==> src/rtl/qpu_sequencer_pkg.sv <==
// Shared definitions for the QPU sequencer and the quantum core decode:
// FSM states, reserved opcodes and instruction field positions.
package qpu_sequencer_pkg;

    typedef enum logic [2:0] {
        ST_IDLE,
        ST_FETCH,
        ST_ISSUE,
        ST_SETTLE_W,
        ST_MEAS,
        ST_DONE
    } state_t;

    localparam int INSTR_W = 7;

    localparam logic [2:0] OP_HALT = 3'b111;
    localparam logic [2:0] OP_MEAS = 3'b110;

    localparam int OPC_MSB = 6;
    localparam int OPC_LSB = 4;
    localparam int Q1_MSB  = 3;
    localparam int Q1_LSB  = 2;
    localparam int Q2_MSB  = 1;
    localparam int Q2_LSB  = 0;

    function automatic logic [2:0] instrOpcode(input logic [INSTR_W-1:0] instr);
        return instr[OPC_MSB:OPC_LSB];
    endfunction

    function automatic logic [1:0] instrQubit1(input logic [INSTR_W-1:0] instr);
        return instr[Q1_MSB:Q1_LSB];
    endfunction

    function automatic logic [1:0] instrQubit2(input logic [INSTR_W-1:0] instr);
        return instr[Q2_MSB:Q2_LSB];
    endfunction

endpackage

==> src/rtl/qpu_sequencer_if.sv <==
// Gate-issue and measurement link between the sequencer (master) and the
// quantum core (slave).
interface qpu_sequencer_if;

    logic       issue_valid;
    logic [2:0] opcode;
    logic [1:0] qubit1;
    logic [1:0] qubit2;
    logic       core_ready;
    logic [1:0] meas_result;

    modport master (
        output issue_valid,
        output opcode,
        output qubit1,
        output qubit2,
        input  core_ready,
        input  meas_result
    );

    modport slave (
        input  issue_valid,
        input  opcode,
        input  qubit1,
        input  qubit2,
        output core_ready,
        output meas_result
    );

endinterface

==> src/rtl/qpu_sequencer_settle_timer.sv <==
// Down-counter that times the settle gap before a measurement sample;
// o_zero flags that the wait has elapsed.
module settle_timer #(
    parameter int W = 4
) (
    input  logic         clk,
    input  logic         reset_n,
    input  logic         i_load,
    input  logic [W-1:0] i_loadValue,
    input  logic         i_count,
    output logic         o_zero
);

    logic [W-1:0] r_count;

    // Load wins over count so a fresh measurement always restarts the wait.
    always_ff @(posedge clk or negedge reset_n) begin
        if (!reset_n) begin
            r_count <= '0;
        end else if (i_load) begin
            r_count <= i_loadValue;
        end else if (i_count && (r_count != '0)) begin
            r_count <= r_count - W'(1);
        end
    end

    assign o_zero = (r_count == '0);

endmodule

==> src/rtl/qpu_sequencer.sv <==
// Program sequencer: fetches 7-bit instructions from a ROM, issues gates to
// the quantum core with a valid/ready handshake and samples measurements.
module qpu_sequencer
    import qpu_sequencer_pkg::*;
#(
    parameter int PC_W   = 4,
    parameter int SETTLE = 2
) (
    input  logic                 clk,
    input  logic                 reset_n,
    input  logic                 start,
    input  logic                 abort,
    output logic [PC_W-1:0]      pc,
    input  logic [INSTR_W-1:0]   instr,
    qpu_sequencer_if.master      core,
    output logic                 meas_valid,
    output logic [1:0]           meas_data,
    output logic                 busy,
    output logic                 done,
    output logic [PC_W:0]        gate_count
);

    localparam logic [PC_W-1:0] PC_LAST     = '1;
    localparam logic [PC_W:0]   COUNT_MAX   = {1'b1, {PC_W{1'b0}}};
    localparam logic [3:0]      SETTLE_LOAD = 4'(SETTLE - 1);

    state_t          r_state;
    state_t          w_nextState;
    logic [PC_W-1:0] r_pc;
    logic [2:0]      r_opcode;
    logic [1:0]      r_qubit1;
    logic [1:0]      r_qubit2;
    logic [1:0]      r_measData;
    logic [PC_W:0]   r_gateCount;

    logic       w_abortRun;
    logic       w_pcLast;
    logic [2:0] w_fetchOp;
    logic       w_accept;
    logic       w_advance;
    logic       w_measCapture;
    logic       w_timerLoad;
    logic       w_timerCount;
    logic       w_timerZero;
    logic       w_issueValid;
    logic       w_measValid;
    logic       w_done;
    logic       w_busy;

    assign w_abortRun = abort && (r_state != ST_IDLE);
    assign w_pcLast   = (r_pc == PC_LAST);
    assign w_fetchOp  = instrOpcode(instr);

    settle_timer #(
        .W (4)
    ) u_settleTimer (
        .clk         (clk),
        .reset_n     (reset_n),
        .i_load      (w_timerLoad),
        .i_loadValue (SETTLE_LOAD),
        .i_count     (w_timerCount),
        .o_zero      (w_timerZero)
    );

    always_ff @(posedge clk or negedge reset_n) begin
        if (!reset_n) begin
            r_state <= ST_IDLE;
        end else begin
            r_state <= w_nextState;
        end
    end

    always_comb begin
        w_nextState   = r_state;
        w_issueValid  = 1'b0;
        w_measValid   = 1'b0;
        w_done        = 1'b0;
        w_busy        = 1'b1;
        w_accept      = 1'b0;
        w_advance     = 1'b0;
        w_measCapture = 1'b0;
        w_timerLoad   = 1'b0;
        w_timerCount  = 1'b0;

        case (r_state)
            ST_IDLE: begin
                w_busy = 1'b0;
                if (start) begin
                    w_nextState = ST_FETCH;
                end
            end
            ST_FETCH: begin
                if (w_fetchOp == OP_HALT) begin
                    w_nextState = ST_DONE;
                end else if (w_fetchOp == OP_MEAS) begin
                    w_nextState = ST_SETTLE_W;
                    w_timerLoad = 1'b1;
                end else begin
                    w_nextState = ST_ISSUE;
                end
            end
            ST_ISSUE: begin
                w_issueValid = 1'b1;
                if (core.core_ready) begin
                    w_accept    = 1'b1;
                    w_advance   = 1'b1;
                    w_nextState = w_pcLast ? ST_DONE : ST_FETCH;
                end
            end
            // The sample is taken on the edge into MEAS so that meas_data is
            // already valid during the cycle meas_valid is high.
            ST_SETTLE_W: begin
                if (w_timerZero) begin
                    w_measCapture = 1'b1;
                    w_nextState   = ST_MEAS;
                end else begin
                    w_timerCount = 1'b1;
                end
            end
            ST_MEAS: begin
                w_measValid = 1'b1;
                w_advance   = 1'b1;
                w_nextState = w_pcLast ? ST_DONE : ST_FETCH;
            end
            ST_DONE: begin
                w_busy      = 1'b0;
                w_done      = 1'b1;
                w_nextState = ST_IDLE;
            end
            default: begin
                w_nextState = ST_IDLE;
            end
        endcase

        // An accepted gate on the abort edge still counts; nothing else moves.
        if (w_abortRun) begin
            w_nextState   = ST_IDLE;
            w_advance     = 1'b0;
            w_measCapture = 1'b0;
            w_timerLoad   = 1'b0;
        end
    end

    always_ff @(posedge clk or negedge reset_n) begin
        if (!reset_n) begin
            r_pc        <= '0;
            r_opcode    <= '0;
            r_qubit1    <= '0;
            r_qubit2    <= '0;
            r_measData  <= '0;
            r_gateCount <= '0;
        end else begin
            if ((r_state == ST_IDLE) && start) begin
                r_pc        <= '0;
                r_gateCount <= '0;
            end
            if (r_state == ST_FETCH) begin
                r_opcode <= w_fetchOp;
                r_qubit1 <= instrQubit1(instr);
                r_qubit2 <= instrQubit2(instr);
            end
            if (w_accept && (r_gateCount != COUNT_MAX)) begin
                r_gateCount <= r_gateCount + (PC_W+1)'(1);
            end
            if (w_advance) begin
                r_pc <= w_pcLast ? '0 : r_pc + PC_W'(1);
            end
            if (w_measCapture) begin
                r_measData <= core.meas_result;
            end
        end
    end

    assign pc               = r_pc;
    assign core.issue_valid = w_issueValid;
    assign core.opcode      = r_opcode;
    assign core.qubit1      = r_qubit1;
    assign core.qubit2      = r_qubit2;
    assign meas_valid       = w_measValid;
    assign meas_data        = r_measData;
    assign busy             = w_busy;
    assign done             = w_done;
    assign gate_count       = r_gateCount;

endmodule

==> src/flat_wrapper.sv <==
// flat-port wrapper written by rule: the top's interface ports become plain ports
module qpu_sequencer_flat import qpu_sequencer_pkg::*;
#(
    parameter int PC_W   = 4,
    parameter int SETTLE = 2
)
  (clk, reset_n, start, abort, pc, instr, meas_valid, meas_data, busy, done, gate_count, core_issue_valid, core_opcode, core_qubit1, core_qubit2, core_core_ready, core_meas_result);
  qpu_sequencer_if core_i ();
  input  logic clk;
  input  logic reset_n;
  input  logic start;
  input  logic abort;
  output logic [PC_W-1:0] pc;
  input  logic [INSTR_W-1:0] instr;
  output logic meas_valid;
  output logic [1:0] meas_data;
  output logic busy;
  output logic done;
  output logic [PC_W:0] gate_count;
  output wire logic [$bits(core_i.issue_valid)-1:0] core_issue_valid;
  output wire logic [$bits(core_i.opcode)-1:0] core_opcode;
  output wire logic [$bits(core_i.qubit1)-1:0] core_qubit1;
  output wire logic [$bits(core_i.qubit2)-1:0] core_qubit2;
  input wire logic [$bits(core_i.core_ready)-1:0] core_core_ready;
  input wire logic [$bits(core_i.meas_result)-1:0] core_meas_result;
  assign core_issue_valid = core_i.issue_valid;
  assign core_opcode = core_i.opcode;
  assign core_qubit1 = core_i.qubit1;
  assign core_qubit2 = core_i.qubit2;
  assign core_i.core_ready = core_core_ready;
  assign core_i.meas_result = core_meas_result;
  qpu_sequencer #(.PC_W(PC_W), .SETTLE(SETTLE)) u_core (.clk(clk), .reset_n(reset_n), .start(start), .abort(abort), .pc(pc), .instr(instr), .core(core_i), .meas_valid(meas_valid), .meas_data(meas_data), .busy(busy), .done(done), .gate_count(gate_count));
endmodule
==> config.mk <==
export PLATFORM = sky130hd
export DESIGN_NAME = qpu_sequencer_flat
export DESIGN_NICKNAME = d
export VERILOG_FILES = /design/src/rtl/qpu_sequencer_pkg.sv /design/src/rtl/qpu_sequencer_if.sv /design/src/rtl/qpu_sequencer_settle_timer.sv /design/src/rtl/qpu_sequencer.sv /design/src/flat_wrapper.sv
export SDC_FILE = /design/constraint.sdc
export NUM_CORES = 1
export LEC_CHECK = 0
export BUFFER_PORTS_ARGS = -buffer_cell sky130_fd_sc_hd__buf_4
export CORE_MARGIN = 2
export CORE_UTILIZATION = 38
export CTS_CLUSTER_DIAMETER = 150
export DETAILED_ROUTE_END_ITERATION = 10
export HOLD_SLACK_MARGIN = 0.15
export PLACE_DENSITY_LB_ADDON = 0.08
export SYNTH_ARGS = -nofsm -noshare
export SYNTH_HDL_FRONTEND = slang
export SYNTH_HIERARCHICAL = 1
export SYNTH_SLANG_ARGS = --single-unit
==> constraint.sdc <==
create_clock -name clk -period 1.9 [get_ports clk]
set_input_delay 0.38 -clock clk [delete_from_list [all_inputs] [get_ports clk]]
set_output_delay 0.38 -clock clk [all_outputs]
set_load 0.05 [all_outputs]
Word-level counts from Yosys, hierarchy flattened. Index checks and enable logic that the tools add are counted.

Bits in registers: 25. Bits in latches: 0. Memory bits (writable): 0. Bits in read-only memories: 0. Output and inout port bits: 22. Memories kept: 0.

Add/sub/neg operators: 3. $mul: 0. Div/mod/pow operators: 0. Order comparisons: 0. Equality and inequality tests: 12. Shift operators: 0. Muxes and demuxes: 32. Bitwise operators: 0. Reduce and logical (&&, ||, !) cells: 13.

Operators with widths (number): $mux 4 (5); $mux 3 (6); $mux 1 (17); $pmux 3 s5 (1); $eq 3x3->1 const B (4); $mux 5 (2); $ne 3x2->1 const B (3); $eq 3x2->1 const B (2); $reduce_bool 2->1 (3); $add 5x1->5 const B (1); $ne 5x5->1 const B (1); $add 4x1->4 const B (1); $eq 4x4->1 const B (1); $logic_and 1x1->1 (4); $logic_not 4->1 (1); $reduce_bool 4->1 (1); $sub 4x1->4 const B (1); $eq 3x1->1 const B (1); $logic_not 3->1 (1); $reduce_and 3->1 (1); $reduce_bool 3->1 (1); $pmux 1 s2 (1); $reduce_or 2->1 (1).

Longest topological paths before layout. Gate-level depths: netlist of the first run.

Depth after elaboration: 6. Mapped depth: 8. Depth with buffers taken out: 8.

Cells and area by module. Netlist of the first run, hierarchy kept.

By module, submodules not included: qpu_sequencer (times used 1, cells an instance 123, area an instance 1188.6 um^2, sequential area each 525.5 um^2); settle_timer (times used 1, cells an instance 27, area an instance 270.3 um^2, sequential area each 100.1 um^2).

Least setup slack after synthesis of the first run. OpenSTA, ideal clock, no wires.

Kind: reg2out. From: reg u_core.r_state[0]. To: out meas_valid. Arrival: 1755 ps. Data required time: 1520 ps. Path slack: -235 ps. Stages on the path, launching flop included: 4. Buffers on the path: 2. Cell sequence: dfrtp_1 buf_2 buf_4 nor3_1.

Longest elaborated chain between the ends: 2.

RTL lines: start, declared (line qpu_sequencer.sv:27) `state_t r_state;`; start signal, assigned (line qpu_sequencer.sv:69) `r_state <= w_nextState;`; $eq 3x3->1 (line qpu_sequencer.sv:85) `case (r_state)`; $mux 1 (line qpu_sequencer.sv:85); end, declared (line flat_wrapper.sv:15) `output logic meas_valid;`.

No other way between the ends.

Final worst setup path of the first run.
From: reg u_core.u_settleTimer.r_count[1]. To: reg u_core.u_settleTimer.r_count[1].

Longest elaborated chain between the ends: 5. Elaborated cells between the ends (all ways): 9.

RTL lines: start, declared (line qpu_sequencer_settle_timer.sv:14) `logic [W-1:0] r_count;`; start signal, assigned (line qpu_sequencer_settle_timer.sv:21) `r_count <= i_loadValue;`; start signal, assigned (line qpu_sequencer_settle_timer.sv:23) `r_count <= r_count - W'(1);`; $logic_not 4->1 (line qpu_sequencer_settle_timer.sv:27) `assign o_zero = (r_count == '0);`; named net u_core.w_timerZero (line qpu_sequencer.sv:44) `logic w_timerZero;`; $mux 1 (line qpu_sequencer.sv:113) `if (w_timerZero) begin`; $mux 1 (line qpu_sequencer.sv:85); named net u_core.w_timerCount (line qpu_sequencer.sv:43) `logic w_timerCount;`; $logic_and 1x1->1 (line qpu_sequencer_settle_timer.sv:22) `end else if (i_count && (r_count != '0)) begin`; $reduce_bool 2->1 (no line).

The timed path passes the listed nets, and every way through them passes these cells. The select of a mux whose other input is x is not followed. A chain may end at the register's enable or synchronous reset.

==> flow_summary_export.csv, run 1 <==
group,metric,value,unit
die,die_h,65.96,um
global_route,grt_pass1_vias,1184,
final_layout,n_antenna_cell,0,
worst_setup_path,r2r-end,"u_core/u_settleTimer/r_count[1]",
sta,rsz0062_at_grt,"no",
sta,period_needed,1.789,ns
hold_path,hp-class,"input port to flip-flop",
die,ioPinCount,36,
sta,setup_violations,0,
synth,yosysWarnings,6,
synth,synthXorXnorAreaFrac,1.201,%
sta,hold_viol_final,0,
placed_design,portBuffers,35,
clock_network,root_buffer,"clkbuf_8",
final_layout,finalNetCount,214,
hold_path,hold_path.startpoint,"instr[0]",
global_route,grt_start_max_net_pins,26,
synth,synth_top_family_by_area,"simple AND/OR/NAND/NOR gates",
sta,tightest_slew,0.6825,ns
power,p_per_area,1566,nW/um2
clock_network,cts_inserted_buffers,3,
worst_setup_path,reg2reg_slack,0.11,ns
synth,syn_area,1459,um2
hold_path,min_to,"u_core/core.qubit2[0]",
clock_network,cts_sinks,25,
sta,clock_skew,0.002309,ns
route,drt.antenna.violating_nets,0,
status,status,"finished clean",
clock_network,clk_path_buf_depth,2,
power,vdd_drop_max,0.0007927,V
worst_setup_path,rr_worst_depth,8,
synth,syn_inst,150,
clock_network,clkLatencyLatePin,0.26,ns
route,dr.pass1.iters,4,
worst_setup_path,start_kind,"flip-flop",
global_route,antenna_found_initial,0,
die,dieArea,4351,um2
placed_design,hpwl,2229,um
synth,synth_top_area_share,42.88,%
synth,synth_area_leaders,"dfrtp_1, mux2_2, o21ai_0",
die,start_util,39.55,%
route,via_per_inst,5.099,
sta,whs,0.3405,ns
sta,maxSlewViolCount,0,
synth,synth_seq_area_share,42.88,%
route,drtIter0Drc,49,
synth,ys.flop_type,"dfrtp_1",
final_layout,fin_util,51.53,%
synth,synth.largest_area_cell,"dfrtp_1",
final_layout,mostFrequentLayoutCell,"buf_4",
route,route.detailed.drc,0,
power,leakagePower,0.8389,nW
worst_setup_path,crit_arrival,1.98,ns
clock_network,clkTransAtPathRegs,0.08,ns
synth,synthAdderAreaFrac,3.431,%
route,wirelength,2931,um
hold_path,holdPathStages,2,
synth,yosysUniqueCellTypes,41,
sta,slew_headroom,54.11,%
synth,synth-edff-count,0,
clock_network,cts_tree,"done",
route,wl_per_cell,12.06,um
global_route,grt_overflow,0,
worst_setup_path,crit_type,"flip-flop to flip-flop",
synth,synthArstFlopShare,100.0,%
route,vias,1239,
worst_setup_path,rr_startpoint,"u_core/u_settleTimer/r_count[1]",
synth,ys_seq_elements,25,
sta,timing.fmax,0.5589,GHz
placed_design,gp_congestion,0.7844,
die,core,3689,um2
die,rows,22,
synth,synth-simple-area-share,24.44,%
worst_setup_path,end_kind,"flip-flop",
synth,syn_avg_cell_area,9.726,um2
final_layout,drive_gt1_share,34.87,%
worst_setup_path,required,2.09,ns
synth,synth-compound-area-share,14.67,%
synth,synthMuxAreaShare,8.319,%
final_layout,final_cell_mix,"buf_4, dfrtp_1, nand2_1, o21ai_0, nand3_1",
clock_network,h-tree-depth,1,
sta,period_share,94.17,%
final_layout,area_growth,30.27,%
global_route,grt_pass1_wl,5250,um
worst_setup_path,worstPathMaxFanout,4,
die,die_w,65.96,um
global_route,grt_util_all_layers,15.40,%
job,cap_violations,0,
-- critical path: stages, from the launching register on --
cell and delay, ns:
dfrtp_1 0.37, inv_1 0.05, ha_1 0.18, nor3b_2 0.16
nand2b_4 0.16, nor2_4 0.14, inv_1 0.09, or4_4 0.48
o211ai_2 0.08
-- logic make-up after synthesis --
kind of cell,Yosys count
buffers and inverters,13
AOI/OAI and AO/OA,32
DFF,25
other,2
and+or+nand+nor,61
xor gates and xnor gates,2
adders and majority gates,4
muxes,11
-- per-stage QoR --
step                      worst slack, ns  setup TNS [ns]  instances  power [mW]  instance area [um2]
after floorplan                   0.04649               0        152       2.144                 1478
after detailed placement         -0.02661        -0.03600        237       2.626                 1817
after global routing              0.01240               0        243       3.193                 1901
after global placement            0.05199               0        237       2.600                 1817
final                              0.1108               0        243       2.976                 1901
after CTS                        0.002916               0        242       2.962                 1874
-- power by group --
| group | switching [mW] | leakage (nW) | internal [mW] |
|---|---|---|---|
| registers | 0.190 | 0.319 | 0.715 |
| logic | 1.06 | 0.497 | 0.701 |
| clock network | 0.159 | 0.0228 | 0.150 |
| total | 1.41 | 0.839 | 1.57 |
-- cells in the mapped netlist, drive strengths merged, types with 2 or more instances --
cell type  instances
conb               2
buf                5
nor2               7
o31ai              2
o211ai             2
nand3b             4
a21oi              6
ha                 4
nand2b             9
o21ai             12
dfrtp             25
nor3               7
nand2             13
nor3b              3
inv                8
mux2               9
nand3             10
mux2i              2
a31oi              2
and4b              2
-- per-layer routing --
metal  part of all wire (%)  global-route usage, %  wire length (um)  vias to the layer above
met1                     47                  19.74              1380                      589
li1                       -                      -                 -                      622
met3                    4.6                  2.896               135                        2
met5                      0                      0                 0                        -
met2                     47                  25.88              1391                       26
met4                   0.78                  5.357                23                        0
-- flip-flops by register name, summed over array words and instances, names as in the netlist --
register and flops:
u_core/core.qubit2 2, u_core/core.qubit1 2, u_core/meas_data 2, u_core/r_state 3
u_core/pc 4, u_core/gate_count 5, u_core/core.opcode 3, u_core/u_settleTimer/r_count 4
-- how the worst max path moves through the flow --
stage                                 endpoint                       startpoint  cells after the start  slack [ns]
2_1_floorplan  u_core/u_settleTimer/r_count[1]  u_core/u_settleTimer/r_count[0]                      8        0.05
3_3_place_gp   u_core/u_settleTimer/r_count[1]  u_core/u_settleTimer/r_count[1]                      8        0.05
3_5_place_dp   u_core/u_settleTimer/r_count[1]  u_core/u_settleTimer/r_count[1]                      8       -0.03
4_1_cts        u_core/u_settleTimer/r_count[1]  u_core/u_settleTimer/r_count[1]                      8       0.003
5_1_grt        u_core/u_settleTimer/r_count[1]  u_core/u_settleTimer/r_count[0]                      8        0.01
6_report       u_core/u_settleTimer/r_count[1]  u_core/u_settleTimer/r_count[1]                      8        0.11
-- layout make-up --
type | instances | area [um2]
multi-input combinational | 114 | 804.5
inverter | 8 | 30.03
tap | 48 | 60.06
clock buffer | 4 | 45.04
fill | 369 | 1788
timing repair buffer | 44 | 332.8
sequential | 25 | 628.1
-- repair_timing --
action / CTS / global route
setup endpoints to repair: 2 / 4
resized for setup: 1 / 5
hold buffers: 1 / 0
pin swaps: 0 / 1
buffers inserted: 0 / 1
hold endpoints to repair: 25 / 0
Note: power is estimated with default switching activity, not from simulation.
==> run 2, diff against run 1 <==
- CORE_MARGIN: 2 -> default
- CTS_CLUSTER_DIAMETER: 150 -> 200
==> run 2 against run 1 <==
Setup slack worse by 0.014 ns. Final cell count increased by 0.41%. Clock-buffer cell count stayed put. Worst hold slack worse by 0.00099 ns. Core utilization grew 0.66 points. Critical path depth decreased by 4. Clock skew is essentially flat. Combinational power up 3%. Fmax fell by 0.75%.
==> flow_summary_export.csv, run 2 (synthesis results as in run 1) <==
group,metric,value,unit
status,status,"finished clean",
final_layout,fin_area,1911,um2
clock_network,root_buffer,"clkbuf_8",
worst_setup_path,reg2reg_slack,0.1,ns
hold_path,holdPathStages,2,
route,wl_per_cell,12.27,um
route,route.detailed.drc,0,
route,drt.antenna.violating_nets,0,
final_layout,n_antenna_cell,0,
worst_setup_path,rr_startpoint,"u_core/u_settleTimer/r_count[0]",
die,rows,22,
final_layout,fin_cells,244,
die,die_h,63.96,um
die,die_w,63.96,um
power,p_total,3.020,mW
sta,hold_viol_final,0,
sta,rsz0062_at_grt,"no",
clock_network,h-tree-depth,1,
die,ioPinCount,36,
power,leakagePower,0.8463,nW
placed_design,dp.cells,238,
final_layout,final_cell_mix,"buf_4, dfrtp_1, nand2_1, o21ai_0, nand3_1",
die,core,3661,um2
global_route,grt_pass1_wl,5112,um
sta,clock_skew,0.002419,ns
placed_design,portBuffers,35,
hold_path,hold_path.startpoint,"abort",
sta,whs,0.3395,ns
final_layout,largest_reg_flops,5,
final_layout,mostFrequentLayoutCell,"buf_4",
placed_design,gp_congestion,0.7902,
power,p_per_area,1581,nW/um2
worst_setup_path,start_kind,"flip-flop",
route,wirelength,2995,um
sta,setup_slack,0.09719,ns
sta,period_share,94.88,%
final_layout,finalNetCount,215,
route,vias,1238,
route,via_per_inst,5.074,
hold_path,min_to,"u_core/r_state[1]",
die,dieArea,4091,um2
worst_setup_path,crit_type,"flip-flop to output pin",
final_layout,fin_util,52.19,%
sta,tightest_slew,0.6831,ns
placed_design,placedInstanceArea,1824,um2
sta,setup_violations,0,
clock_network,cts_sinks,25,
die,start_util,39.85,%
sta,timing.fmax,0.5547,GHz
sta,slew_headroom,54.07,%
global_route,grt_pass1_vias,1186,
global_route,grt_overflow,0,
global_route,grt_start_max_net_pins,26,
worst_setup_path,end_kind,"output pin",
placed_design,hpwl,2258,um
clock_network,cts_inserted_buffers,3,
route,drtIter0Drc,46,
global_route,grt_util_all_layers,15.92,%
sta,setup_tns,0,ns
sta,period_needed,1.803,ns
power,vdd_drop_max,0.0008754,V
sta,maxSlewViolCount,0,
final_layout,area_growth,30.96,%
worst_setup_path,worstPathMaxFanout,8,
worst_setup_path,crit_arrival,1.42,ns
clock_network,cts_tree,"done",
job,cap_violations,0,
clock_network,clkLatencyLatePin,0.27,ns
placed_design,post-place-ws,-0.04116,ns
worst_setup_path,r2r-end,"u_core/u_settleTimer/r_count[1]",
final_layout,drive_gt1_share,33.67,%
worst_setup_path,rr_worst_depth,8,
route,dr.pass1.iters,4,
worst_setup_path,required,1.52,ns
clock_network,clk_path_buf_depth,2,
clock_network,clkTransAtPathRegs,0.08,ns
global_route,antenna_found_initial,0,
hold_path,hp-class,"input port to flip-flop",
==> run 2: changes by cell type in the layout (fill, tap and decap cells not counted), sizes merged <==
cell,before,now
buf,43,44
==> run 2: cell type report <==
class,count,area (um2)
Clock buffer,4,45.04
Inverter,8,30.03
Sequential cell,25,625.6
Fill cell,340,1750
Tap cell,48,60.06
Timing Repair Buffer,45,340.3
Multi-Input combinational cell,114,809.5
==> run 2: worst max path at each step <==
| stage | startpoint | to | cells past startpoint |
|---|---|---|---|
| global placement | u_core/u_settleTimer/r_count[1] | u_core/u_settleTimer/r_count[1] | 8 |
| detailed placement | u_core/u_settleTimer/r_count[1] | u_core/u_settleTimer/r_count[1] | 8 |
| finish | u_core/r_state[2] | done | 4 |
| global route | u_core/u_settleTimer/r_count[0] | u_core/u_settleTimer/r_count[1] | 8 |
| CTS | u_core/u_settleTimer/r_count[1] | u_core/u_settleTimer/r_count[1] | 8 |
| floorplan | u_core/u_settleTimer/r_count[0] | u_core/u_settleTimer/r_count[1] | 8 |
==> run 2: critical path, cell delays in order, from the launching register on <==
cell and delay [ns]:
dfrtp_1 0.52, buf_4 0.21, inv_1 0.09, nor2_1 0.13, buf_4 0.21
==> run 2: repair_timing <==
item                                    in CTS  in global routing
buffers inserted                             0                  1
endpoints found under the hold margin       25                  0
resized for setup                            1                  3
hold buffers                                 1                  0
endpoints found under the setup margin       2                  3
==> run 2: power by group <==
group          internal, mW  switching [mW]  total (mW)
sequential            0.710           0.186       0.896
clock                 0.150           0.165       0.315
combinational         0.715            1.09        1.81
total                  1.58            1.44        3.02
==> run 2: layer usage <==
| layer | track usage (%) | vias to the layer above | routed length, um | share of wire (%) |
|---|---|---|---|---|
| li1 | - | 623 | - | - |
| met1 | 20.61 | 566 | 1381 | 46 |
| met2 | 26.33 | 44 | 1406 | 47 |
| met3 | 2.857 | 5 | 165 | 5.5 |
| met4 | 5.966 | 0 | 42 | 1.4 |
| met5 | 0 | - | 0 | 0 |
==> run 3, diff against run 2 <==
- ABC_AREA: default -> 1
- CORE_UTILIZATION: 38 -> 48
==> run 3 against run 2 <==
Flip-flop and latch count did not move. Die area is 16% lower. Critical path depth up 2. Combinational power grew 4%.
==> flow_summary_export.csv, run 3 <==
group,metric,value,unit
status,status,"finished clean",
final_layout,mostFrequentLayoutCell,"nand2_1",
route,drtIter0Drc,56,
sta,clock_skew,0.009479,ns
placed_design,hpwl,2465,um
global_route,grt_overflow,0,
final_layout,fill_cells,280,
synth,syn_inst,197,
synth,syn_avg_cell_area,7.844,um2
worst_setup_path,worstPathMaxFanout,6,
final_layout,fin_util,62.70,%
final_layout,fin_area,1914,um2
synth,yosysUniqueCellTypes,27,
placed_design,placedInstanceArea,1877,um2
synth,synthArstFlopShare,100.0,%
worst_setup_path,critical_path_depth,6,
sta,setup_violations,0,
clock_network,root_buffer,"clkbuf_4",
placed_design,portBuffers,35,
worst_setup_path,cp_num_buf_inv,3,
sta,timing.fmax,0.5578,GHz
sta,setup_slack,0.1072,ns
hold_path,holdPathStages,3,
worst_setup_path,required,1.52,ns
clock_network,cts_tree,"done",
worst_setup_path,worstPathCellList,"buf_4, inv_1, nand2_2, nor2_2, nor2_1, buf_4",
clock_network,clkTransAtPathRegs,0.12,ns
die,die_w,58.74,um
final_layout,largest_reg_flops,5,
synth,synth_top_area_share,40.49,%
final_layout,seq_area,626.9,um2
die,die_h,58.74,um
worst_setup_path,slowest_delay,0.46,ns
die,rows,20,
worst_setup_path,path_common_cell,"buf_4",
clock_network,cts_setup_buffers,0,
die,start_util,50.61,%
synth,synth_seq_area_share,40.49,%
route,via_per_inst,4.842,
hold_path,hp-class,"input port to flip-flop",
route,dr.pass1.iters,4,
sta,period_share,94.36,%
worst_setup_path,rr_worst_depth,11,
worst_setup_path,cp_slowest_cell,"dfrtp_2",
sta,setup_tns,0,ns
global_route,grt_pass1_wl,5513,um
synth,synth.largest_area_cell,"dfrtp_1",
synth,yosys-top-cells-count,"nand2_1, dfrtp_1, nand3_1",
worst_setup_path,start_kind,"flip-flop",
final_layout,drive_gt1_share,29.17,%
synth,synth.most_common_cell,"nand2_1",
synth,ys_seq_elements,25,
final_layout,finalNetCount,259,
sta,hold_viol_final,0,
global_route,grt_pass1_vias,1327,
worst_setup_path,crit_type,"flip-flop to output pin",
clock_network,cts_sinks,25,
route,route.detailed.drc,0,
clock_network,clkLatencyLatePin,0.31,ns
route,wl_per_cell,11.23,um
global_route,grt_start_max_net_pins,26,
final_layout,multi_input_area,822.0,um2
sta,maxSlewViolCount,0,
worst_setup_path,end_kind,"output pin",
placed_design,dp.cells,279,
final_layout,final_cell_mix,"nand2_1, buf_4, dfrtp_1, nand3_1, inv_1",
sta,period_needed,1.793,ns
job,cap_violations,0,
power,p_total,3.043,mW
clock_network,clk_path_buf_depth,2,
worst_setup_path,crit_arrival,1.41,ns
worst_setup_path,cp_top_family,"flip-flops",
synth,synth-edff-count,0,
synth,syn_area,1545,um2
power,leakagePower,1.035,nW
final_layout,fin_cells,284,
placed_design,post-place-ws,0.2937,ns
die,core,3053,um2
synth,ys.flop_type,"dfrtp_1",
die,ioPinCount,36,
route,drt.antenna.violating_nets,0,
synth,synth_area_leaders,"dfrtp_1, nand2_1, nand3_1",
final_layout,n_antenna_cell,0,
sta,rsz0062_at_grt,"no",
synth,yosysWarnings,6,
placed_design,gp_congestion,0.8903,
global_route,antenna_found_initial,0,
power,p_per_area,1590,nW/um2
power,vdd_drop_max,0.0006937,V
clock_network,cts_inserted_buffers,3,
final_layout,area_growth,23.89,%
sta,whs,0.2612,ns
die,dieArea,3450,um2
clock_network,h-tree-depth,1,
route,vias,1375,
global_route,grt_util_all_layers,20.65,%
route,wirelength,3189,um
run 3: cell count changes in the layout (fill, tap and decap cells not counted), moves of 6 or more:
| cell | delta |
|---|---|
| nor3_1 | -6 |
| buf_4 | -7 |
| nand3_1 | +13 |
| inv_1 | +12 |
| nand2_1 | +46 |
| o21ai_0 | -6 |
| nand2_4 | +7 |
| mux2_2 | -9 |
| nand2b_1 | -8 |
run 3: cell families (layout without fill, tap and decap cells):
group | Yosys count | in the layout | share of synthesized area, %
xor gates and xnor gates | 4 | 4 | 2.268
adders and majority gates | 4 | 4 | 3.239
AOI/OAI and AO/OA | 14 | 14 | 5.021
and+or+nand+nor | 122 | 122 | 41.54
other | 2 | 4 | 0.4860
buffers and inverters | 26 | 67 | 6.963
DFF | 25 | 25 | 40.49
run 3: worst register-to-register path: cells and delay by family (launching register included):
family	cells	cell delay, ns
flip-flops	1	0.48
AND/OR/NAND/NOR	6	0.51
buffers and inverters	5	0.56
run 3: power breakdown:
part / internal (mW) / switching (mW) / total, mW
clock network: 0.0818 / 0.149 / 0.231
logic: 0.587 / 1.31 / 1.89
registers: 0.728 / 0.191 / 0.920
total: 1.40 / 1.65 / 3.04
run 3: routing by layer:
metal	track usage (%)	vias to the layer above	share of wire [%]
met1	27.53	625	47
met2	33.60	35	47
met3	1.978	4	4.4
li1	-	711	-
met4	10.20	0	1.4
met5	0	-	0
run 3: cell type report:
type                       count  area share [%]
timing repair buffer          38           15.03
clock buffer                   4           1.373
tap                           44           2.876
multi-input combinational    148           42.94
sequential                    25           32.75
inverter                      25           5.033
run 3: worst paths after layout:
| check | startpoint | endpoint | slack, ns |
|---|---|---|---|
| worst max-delay path | u_core/r_state[1] | busy | 0.11 |
| worst min-delay path | instr[0] | u_core/core.qubit2[0] | 0.26 |
| worst max register to register | u_core/r_state[2] | u_core/u_settleTimer/r_count[3] | 0.26 |
| worst min register to register | u_core/core.opcode[1] | u_core/core.opcode[1] | 0.50 |
| max in group asynchronous | reset_n | u_core/r_state[1] | 1.15 |
| min in group asynchronous | reset_n | u_core/r_state[2] | 0.49 |
run 3: what timing repair did:
item | in CTS | in global routing
hold endpoints to repair | 25 | 0
endpoints found under the setup margin | 0 | 1
hold buffers | 1 | 0
resized for setup | 0 | 1
